`config.mk`:
```
export PLATFORM = sky130hd
export DESIGN_NAME = amber128_dmem_arbiter
export DESIGN_NICKNAME = d
export VERILOG_FILES = /design/src/rtl/amber128_pkg.sv /design/src/rtl/amber128_rr_arb2.sv /design/src/rtl/amber128_dmem_arbiter.sv
export SDC_FILE = /design/constraint.sdc
export NUM_CORES = 1
export LEC_CHECK = 0
export ABC_AREA = 1
export CAP_MARGIN = 20
export CORE_AREA = 5 5 330 332
export CTS_BUF_LIST = sky130_fd_sc_hd__clkbuf_16
export DETAILED_ROUTE_END_ITERATION = 8
export DIE_AREA = 0 0 335 337
export PLACE_DENSITY = 0.48
export SYNTH_ARGS = -nofsm -noshare
export SYNTH_HDL_FRONTEND = slang
export SYNTH_HIERARCHICAL = 1
export SYNTH_SLANG_ARGS = --single-unit
export TNS_END_PERCENT = 1
```
`constraint.sdc`:
```
create_clock -name clk_i -period 25.8 [get_ports clk_i]
set_clock_uncertainty 0.15 [all_clocks]
set_input_delay 3.87 -clock clk_i [delete_from_list [all_inputs] [get_ports clk_i]]
set_output_delay 3.87 -clock clk_i [all_outputs]
set_load 0.05 [all_outputs]
```
`src/rtl/amber128_pkg.sv`:
```
// Shared types and constants for the amber128 data-memory path.
package amber128_pkg;

  localparam int unsigned C_XLEN           = 128;
  localparam int unsigned C_ADDR_W         = 64;
  localparam int unsigned C_DMEM_MAX_RETRY = 15;

  typedef enum logic [1:0] {
    IDLE,
    ISSUE,
    WAIT
  } arb_state_e;

  // Access captured from the granted requester
  typedef struct packed {
    logic                we;
    logic [C_ADDR_W-1:0] addr;
    logic [C_XLEN-1:0]   wdata;
  } dmem_req_t;

endpackage

```
`src/rtl/amber128_rr_arb2.sv`:
```
// Two-way round-robin grant; on a tie the port not granted last wins.
module amber128_rr_arb2 (
  input  logic       clk_i,
  input  logic       rst_i,
  input  logic [1:0] req,
  input  logic       advance,
  output logic [1:0] gnt
);

  logic prio_q;  // 1: port 1 wins a tie

  always_comb begin
    gnt = 2'b00;
    unique case (req)
      2'b01:   gnt = 2'b01;
      2'b10:   gnt = 2'b10;
      2'b11:   gnt = prio_q ? 2'b10 : 2'b01;
      default: gnt = 2'b00;
    endcase
  end

  always_ff @(posedge clk_i or posedge rst_i) begin
    if (rst_i) begin
      prio_q <= 1'b0;
    end else if (advance && (gnt != 2'b00)) begin
      prio_q <= gnt[0];
    end
  end

endmodule

```
`src/rtl/amber128_dmem_arbiter.sv`:
```
// Shares the dmem port between two requesters, one access outstanding,
// re-issuing stalled accesses and trapping after MAX_RETRY re-issues.
module amber128_dmem_arbiter
  import amber128_pkg::*;
#(
  parameter int unsigned MAX_RETRY = C_DMEM_MAX_RETRY
) (
  input  logic                     clk_i,
  input  logic                     rst_i,
  input  logic [1:0]               p_valid_i,
  output logic [1:0]               p_ready_o,
  input  logic [1:0]               p_we_i,
  input  logic [1:0][C_ADDR_W-1:0] p_addr_i,
  input  logic [1:0][C_XLEN-1:0]   p_wdata_i,
  output logic [1:0]               p_rsp_valid_o,
  output logic [C_XLEN-1:0]        p_rdata_o,
  output logic                     p_trap_o,
  output logic                     mem_req_o,
  output logic                     mem_we_o,
  output logic [C_ADDR_W-1:0]      mem_addr_o,
  output logic [C_XLEN-1:0]        mem_wdata_o,
  input  logic [C_XLEN-1:0]        mem_rdata_i,
  input  logic                     mem_ready_i,
  input  logic                     mem_trap_i
);

  localparam int unsigned CNT_W = $clog2(MAX_RETRY + 1);

  arb_state_e       state_q, state_d;
  dmem_req_t        req_q;
  logic             id_q;
  logic [CNT_W-1:0] retry_q, retry_d;
  logic             mem_req_q;
  logic [1:0]       rsp_valid_q;
  logic [C_XLEN-1:0] rdata_q;
  logic             trap_q;

  logic       is_idle;
  logic [1:0] gnt;
  logic       accept;
  logic       rsp_fire;
  logic       rsp_timeout;
  logic       sel;

  assign is_idle = (state_q == IDLE);
  assign sel     = gnt[1];

  // Requests are only visible to the arbiter while idle
  amber128_rr_arb2 u_rr (
    .clk_i   (clk_i),
    .rst_i   (rst_i),
    .req     (is_idle ? p_valid_i : 2'b00),
    .advance (is_idle),
    .gnt     (gnt)
  );

  always_comb begin
    state_d     = state_q;
    retry_d     = retry_q;
    accept      = 1'b0;
    rsp_fire    = 1'b0;
    rsp_timeout = 1'b0;
    unique case (state_q)
      IDLE: begin
        if (gnt != 2'b00) begin
          accept  = 1'b1;
          retry_d = '0;
          state_d = ISSUE;
        end
      end
      ISSUE: state_d = WAIT;
      WAIT: begin
        if (mem_ready_i) begin
          rsp_fire = 1'b1;
          state_d  = IDLE;
        end else if (retry_q < CNT_W'(MAX_RETRY)) begin
          retry_d = retry_q + CNT_W'(1);
          state_d = ISSUE;
        end else begin
          rsp_fire    = 1'b1;
          rsp_timeout = 1'b1;
          state_d     = IDLE;
        end
      end
      default: state_d = IDLE;
    endcase
  end

  always_ff @(posedge clk_i or posedge rst_i) begin
    if (rst_i) begin
      state_q     <= IDLE;
      retry_q     <= '0;
      mem_req_q   <= 1'b0;
      rsp_valid_q <= 2'b00;
    end else begin
      state_q     <= state_d;
      retry_q     <= retry_d;
      mem_req_q   <= (state_d == ISSUE);
      rsp_valid_q <= rsp_fire ? (id_q ? 2'b10 : 2'b01) : 2'b00;
    end
  end

  // Captured access fields and held response data
  always_ff @(posedge clk_i or posedge rst_i) begin
    if (rst_i) begin
      req_q   <= '0;
      id_q    <= 1'b0;
      rdata_q <= '0;
      trap_q  <= 1'b0;
    end else begin
      if (accept) begin
        id_q  <= sel;
        req_q <= '{we: p_we_i[sel], addr: p_addr_i[sel], wdata: p_wdata_i[sel]};
      end
      if (rsp_fire) begin
        rdata_q <= rsp_timeout ? '0 : mem_rdata_i;
        trap_q  <= rsp_timeout | mem_trap_i;
      end
    end
  end

  assign p_ready_o     = gnt;
  assign p_rsp_valid_o = rsp_valid_q;
  assign p_rdata_o     = rdata_q;
  assign p_trap_o      = trap_q;
  assign mem_req_o     = mem_req_q;
  assign mem_we_o      = req_q.we;
  assign mem_addr_o    = req_q.addr;
  assign mem_wdata_o   = req_q.wdata;

endmodule

```
==> results.sh, run 1 <==
export IMPL_fillers=11690
export IMPL_grt_max_degree=138
export IMPL_grt_pass1_wl_mm=116.5
export IMPL_worst_pin_slew_ps=1059
export IMPL_crit_type="in2out"
export IMPL_place_inst=4207
export IMPL_dieArea_sq_um=112900
export IMPL_grt_overflow_total=0
export IMPL_final_cells=4299
export IMPL_avgSynthCellArea_sq_um=7.341
export IMPL_io_pins=847
export IMPL_antenna_left=0
export IMPL_setup_viol=0
export IMPL_clockBufferDepth=3
export IMPL_syn_area_sq_um=15210
export IMPL_synth_cells=2072
export IMPL_yosys_register_bits=333
export IMPL_worst_setup_path_end_kind="output pin"
export IMPL_clock_sinks=333
export IMPL_grt_usage_pct=13.92
export IMPL_cts_resized=0
export IMPL_syn_nets=2593
export IMPL_grt_pass1_vias=16310
export IMPL_synth_simple_gate_area_share_pct=40.44
export IMPL_yosysWarnings=6
export IMPL_layout_drive_gt1_share_pct=3.051
export IMPL_wire_per_inst_um=19.35
export IMPL_cp_start_kind="input pin"
export IMPL_synth_xor_area_share_pct=0
export IMPL_drtIter0Drc=704
export IMPL_hold_ws_ps=308.5
export IMPL_fmax_ghz=0.1007
export IMPL_drtPass1Iterations=4
export IMPL_routabilityCongestion=0.7892
export IMPL_core_sq_um=106000
export IMPL_dp_hpwl_mm=61.45
export IMPL_portBuffers=846
export IMPL_hp_class="reg2reg"
export IMPL_setup_tns_ps=0
export IMPL_path_max_fanout=3
export IMPL_asyncSetResetFlopFracSynth_pct=100.0
export IMPL_antenna_found_initial=26
export IMPL_viasPerCell=3.737
export IMPL_start_util_pct=14.35
export IMPL_synth_top_family_by_area="simple AND/OR/NAND/NOR gates"
export IMPL_p_leak_nw=12.81
export IMPL_vdd_drop_max_v=0.00009045
export IMPL_clk_pin_slew_worst_paths_ps=60
export IMPL_relSlewSlack_pct=29.23
export IMPL_cp_required_ps=21780
export IMPL_final_hold_viol_count=0
export IMPL_synth_compound_gate_area_share_pct=0.1645
export IMPL_yosys_area_share_adder_pct=0.08226
export IMPL_arrival_ps=5910
export IMPL_dieHeight_um=337
export IMPL_dieWidth_um=335
export IMPL_slew_violations=0
export IMPL_final_nets=3371
export IMPL_cts_max_level=2
export IMPL_fin_crit_ps=9930
export IMPL_p_per_area_nw_per_um2=140.1
export IMPL_drt_total_wl_mm=83.18
export IMPL_cts_tree="built"
export IMPL_rows=120
export IMPL_drc=0
export IMPL_numCtsBuffers=44
export IMPL_outcome="finished clean"
export IMPL_ctsRootBufferMaster="clkbuf_16"
export IMPL_clk_latency_ps=580
export IMPL_seq_area_frac_synth_pct=54.79
export IMPL_setup_slack_ps=15870
export IMPL_fin_crit_sh_pct=38.49
export IMPL_area_delta_synth_final_pct=73.46
export IMPL_dp_worst_setup_slack_ps=15870
export IMPL_drv_cap=0
export IMPL_synthMuxAreaShare_pct=0
export IMPL_dr_total_vias=16070
export IMPL_rsz0062_at_grt="false"
export IMPL_synth_cell_types=19
export IMPL_synth_top_flop_cell="dfrtp_1"
export IMPL_synth_edf_count=0
export IMPL_post_cts_setup_buffers=0
export IMPL_ctsHoldBuffers=0
cells in the final DEF (no fill, tap or decap), types with 3 or more instances in the layout:
master / netlist / layout
buf_4: 9 / 14
bufinv_16: 0 / 3
clkbuf_16: 0 / 45
clkdlybuf4s50_1: 0 / 845
clkinv_1: 0 / 10
clkinv_2: 0 / 12
dfrtp_1: 333 / 333
diode_2: 0 / 12
inv_1: 15 / 20
inv_6: 0 / 3
inv_8: 0 / 3
nand2_1: 1436 / 1435
nand3_1: 139 / 139
nor2_1: 8 / 8
layer usage:
| layer | track usage (%) | up-vias | wire (um) |
|---|---|---|---|
| met1 | 16.10 | 7517 | 32610 |
| met5 | 0 | - | 48 |
| met4 | 3.491 | 8 | 1796 |
| li1 | - | 7862 | - |
| met2 | 24.23 | 577 | 41180 |
| met3 | 5.409 | 103 | 7539 |
cell families (layout without fill, tap and decap cells):
kind of cell               after synthesis  after routing
AOI/OAI and AO/OA                        4              4
and+or+nand+nor                       1588           1588
other                                    0             12
buffers and inverters                  146            958
DFF                                    333            333
adders and majority gates                1              1
metrics by stage:
stage	area [sq um]	utilization (%)	power, W
5_1_grt	26370	24.87	0.003944
2_1_floorplan	15210	-	0.002287
3_5_place_dp	24980	23.57	0.003145
4_1_cts	26350	24.86	0.003786
3_3_place_gp	24980	23.57	0.003139
6_report	26380	24.89	0.003696
final cells by class:
| class | count | area, sq um | share of cell area (%) |
|---|---|---|---|
| antenna | 12 | 30.03 | 0.1138 |
| clock buffer | 45 | 1126 | 4.268 |
| clock inverter | 35 | 244.0 | 0.9248 |
| inverter | 18 | 90.09 | 0.3415 |
| multi-input combinational | 1593 | 6221 | 23.58 |
| sequential | 333 | 8333 | 31.58 |
| tap | 1403 | 1755 | 6.654 |
| timing repair buffer | 860 | 8583 | 32.53 |
flip-flops by register name, indices dropped and copies added, names as in the netlist:
register       count
mem_wdata_o      128
p_rdata_o        128
mem_addr_o        64
retry_q            4
p_rsp_valid_o      2
state_q            2
id_q               1
mem_req_o          1
mem_we_o           1
p_trap_o           1
u_rr/prio_q        1
critical path: stages:
cell	delay (ps)
clkdlybuf4s50_1	520
inv_1	50
nor2_1	270
a21boi_0	320
clkdlybuf4s50_1	880
worst paths after layout:
path                                 startpoint                            to  slack, ps  depth (start not counted)
max                                p_valid_i[0]                  p_ready_o[0]      15870                          5
min                            id_q$_DFFE_PP0P_    p_rsp_valid_o[0]$_DFF_PP0_        310                          1
max reg2reg                state_q[1]$_DFF_PP0_  mem_wdata_o[121]$_DFFE_PP0P_      21240                         11
min reg2reg                    id_q$_DFFE_PP0P_    p_rsp_valid_o[0]$_DFF_PP0_        310                          1
max in group asynchronous                 rst_i     p_rdata_o[51]$_DFFE_PP0P_      19890                          4
min in group asynchronous                 rst_i       u_rr/prio_q$_DFFE_PP0P_       3440                          2
where the power goes:
group / switching [W] / internal (W)
clock network: 0.000259 / 0.000346
registers: 0.000130 / 0.000766
logic: 0.00155 / 0.000648
total: 0.00194 / 0.00176
Yosys cell counts, types with 3 or more instances:
master / n / area share, %
nand2_1: 1436 / 35
dfrtp_1: 333 / 55
nand3_1: 139 / 4.6
buf_2: 85 / 2.8
clkbuf_1: 34 / 0.84
inv_1: 15 / 0.37
buf_4: 9 / 0.44
nor2_1: 8 / 0.20
inv_2: 3 / 0.074
Power figures use the tool's default switching activity.
==> inputs of run 2 (changes only) <==
- CORE_AREA: 5 5 330 332 -> 5 5 331 333
- DIE_AREA: 0 0 335 337 -> 0 0 336 338
- PLACE_DENSITY: 0.48 -> 0.49
- clock period: 25.8 -> 8.8 ns (I/O delays scaled with it)
==> run 2 against run 1 <==
Sequential power rose to 2.9 times the previous value. Non-clock buffer count increased by 5. Total power increased to 2.9 times the previous value. Register-to-register slack worse by 17000 ps. Critical path type unchanged. Highest routed layer unchanged.
==> results.sh, run 2 (synthesized netlist as in run 1, its figures left out) <==
export IMPL_cts_resized=0
export IMPL_drtPass1Iterations=5
export IMPL_total_power_w=0.01081
export IMPL_cp_required_ps=7330
export IMPL_clk_pin_slew_worst_paths_ps=60
export IMPL_fmax_ghz=0.1906
export IMPL_drv_cap=0
export IMPL_final_util_pct=24.81
export IMPL_io_pins=847
export IMPL_grt_pass1_wl_mm=117.6
export IMPL_reg2reg_slack_ps=4510
export IMPL_dr_wl_met2_mm=41.83
export IMPL_outcome="finished clean"
export IMPL_final_common_cell="nand2_1"
export IMPL_ctsRootBufferMaster="clkbuf_16"
export IMPL_start_util_pct=14.31
export IMPL_wire_per_inst_um=19.75
export IMPL_relSlewSlack_pct=30.42
export IMPL_dr_max_layer_used="met5"
export IMPL_dp_hpwl_mm=63.45
export IMPL_hold_ws_ps=311.5
export IMPL_final_hold_viol_count=0
export IMPL_multi_input_area_sq_um=6221
export IMPL_worst_setup_path_end_kind="output pin"
export IMPL_path_max_fanout=139
export IMPL_grt_pass1_vias=16320
export IMPL_ctsHoldBuffers=0
export IMPL_crit_type="in2out"
export IMPL_hp_class="reg2reg"
export IMPL_fillers=11730
export IMPL_final_nets=3376
export IMPL_arrival_ps=3780
export IMPL_antenna_found_initial=29
export IMPL_rsz0062_at_grt="false"
export IMPL_portBuffers=846
export IMPL_dieWidth_um=336
export IMPL_clk_latency_ps=600
export IMPL_routabilityCongestion=0.8020
export IMPL_dieArea_sq_um=113600
export IMPL_dr_total_vias=16120
export IMPL_viasPerCell=3.753
export IMPL_layout_drive_gt1_share_pct=2.981
export IMPL_final_cell_mix="1435 x nand2_1, 845 x clkdlybuf4s50_1, 333 x dfrtp_1, 139 x nand3_1, 44 x clkbuf_16"
export IMPL_setup_viol=0
export IMPL_antenna_left=0
export IMPL_slew_violations=0
export IMPL_drtIter0Drc=845
export IMPL_drt_total_wl_mm=84.84
export IMPL_seq_area_sq_um=8333
export IMPL_worst_pin_slew_ps=1044
export IMPL_fin_crit_sh_pct=59.61
export IMPL_p_leak_nw=12.80
export IMPL_grt_max_degree=140
export IMPL_rows=120
export IMPL_grt_usage_pct=14.10
export IMPL_core_sq_um=106300
export IMPL_post_cts_setup_buffers=0
export IMPL_setup_tns_ps=0
export IMPL_fin_crit_ps=5245
export IMPL_clockBufferDepth=3
export IMPL_clock_sinks=333
export IMPL_cts_tree="built"
export IMPL_wl_met1_mm=32.78
export IMPL_vdd_drop_max_v=0.0002127
export IMPL_area_delta_synth_final_pct=73.42
export IMPL_cts_max_level=2
export IMPL_p_per_area_nw_per_um2=409.9
export IMPL_dieHeight_um=338
export IMPL_drc=0
export IMPL_cp_start_kind="input pin"
export IMPL_grt_overflow_total=0
export IMPL_numCtsBuffers=44
export IMPL_wl_met3_mm=7.645
-- run 2: changes by cell type in the layout (fill, tap and decap cells not counted), moves of 2 or more --
cell / delta
clkinv_2: -6
diode_2: -4
buf_4: +3
clkinvlp_4: +3
buf_16: +2
bufinv_16: -2
inv_1: +2
inv_6: -2
-- run 2: layout make-up --
| class | count | area share, % |
|---|---|---|
| inverters | 18 | 0.3273 |
| multi-input cells | 1593 | 23.59 |
| flip-flops and latches | 333 | 31.59 |
| diodes | 8 | 0.07590 |
| clock inverters | 32 | 0.7542 |
| well taps | 1403 | 6.655 |
| clock buffers | 44 | 4.174 |
| repair buffers | 865 | 32.84 |
-- run 2: through the flow --
stage | instances | cell area, sq um | setup WS, ps
2_1_floorplan | 2072 | 15210 | 2895
3_3_place_gp | 4210 | 25000 | 3515
3_5_place_dp | 4210 | 25000 | 3510
4_1_cts | 4286 | 26300 | 3507
5_1_grt | 4294 | 26370 | 3426
6_report | 4296 | 26380 | 3555
-- run 2: layer usage --
metal	GRT usage, %	vias to the layer above
met5	0	-
met4	4.725	16
met3	5.242	119
met2	24.51	597
met1	16.03	7516
li1	-	7874
-- run 2: critical path: stages --
cell and delay [ps]:
clkdlybuf4s50_1 450, inv_1 40, nor2_1 170, a21boi_4 320, buf_12 520, clkdlybuf4s50_1 930
-- run 2: power by group --
part           internal (W)  switching, W  total [W]
registers           0.00225      0.000387    0.00263
logic               0.00191       0.00457    0.00648
clock network      0.000937      0.000763    0.00170
total               0.00509       0.00572     0.0108
-- run 2: path summary, 6_finish.rpt --
kind / from / to / cells after the start
max: p_valid_i[1] / p_ready_o[1] / 6
min: id_q$_DFFE_PP0P_ / p_rsp_valid_o[0]$_DFF_PP0_ / 1
max reg2reg: state_q[1]$_DFF_PP0_ / mem_wdata_o[41]$_DFFE_PP0P_ / 11
min reg2reg: id_q$_DFFE_PP0P_ / p_rsp_valid_o[0]$_DFF_PP0_ / 1
max in group asynchronous: rst_i / mem_wdata_o[53]$_DFFE_PP0P_ / 4
min in group asynchronous: rst_i / u_rr/prio_q$_DFFE_PP0P_ / 2
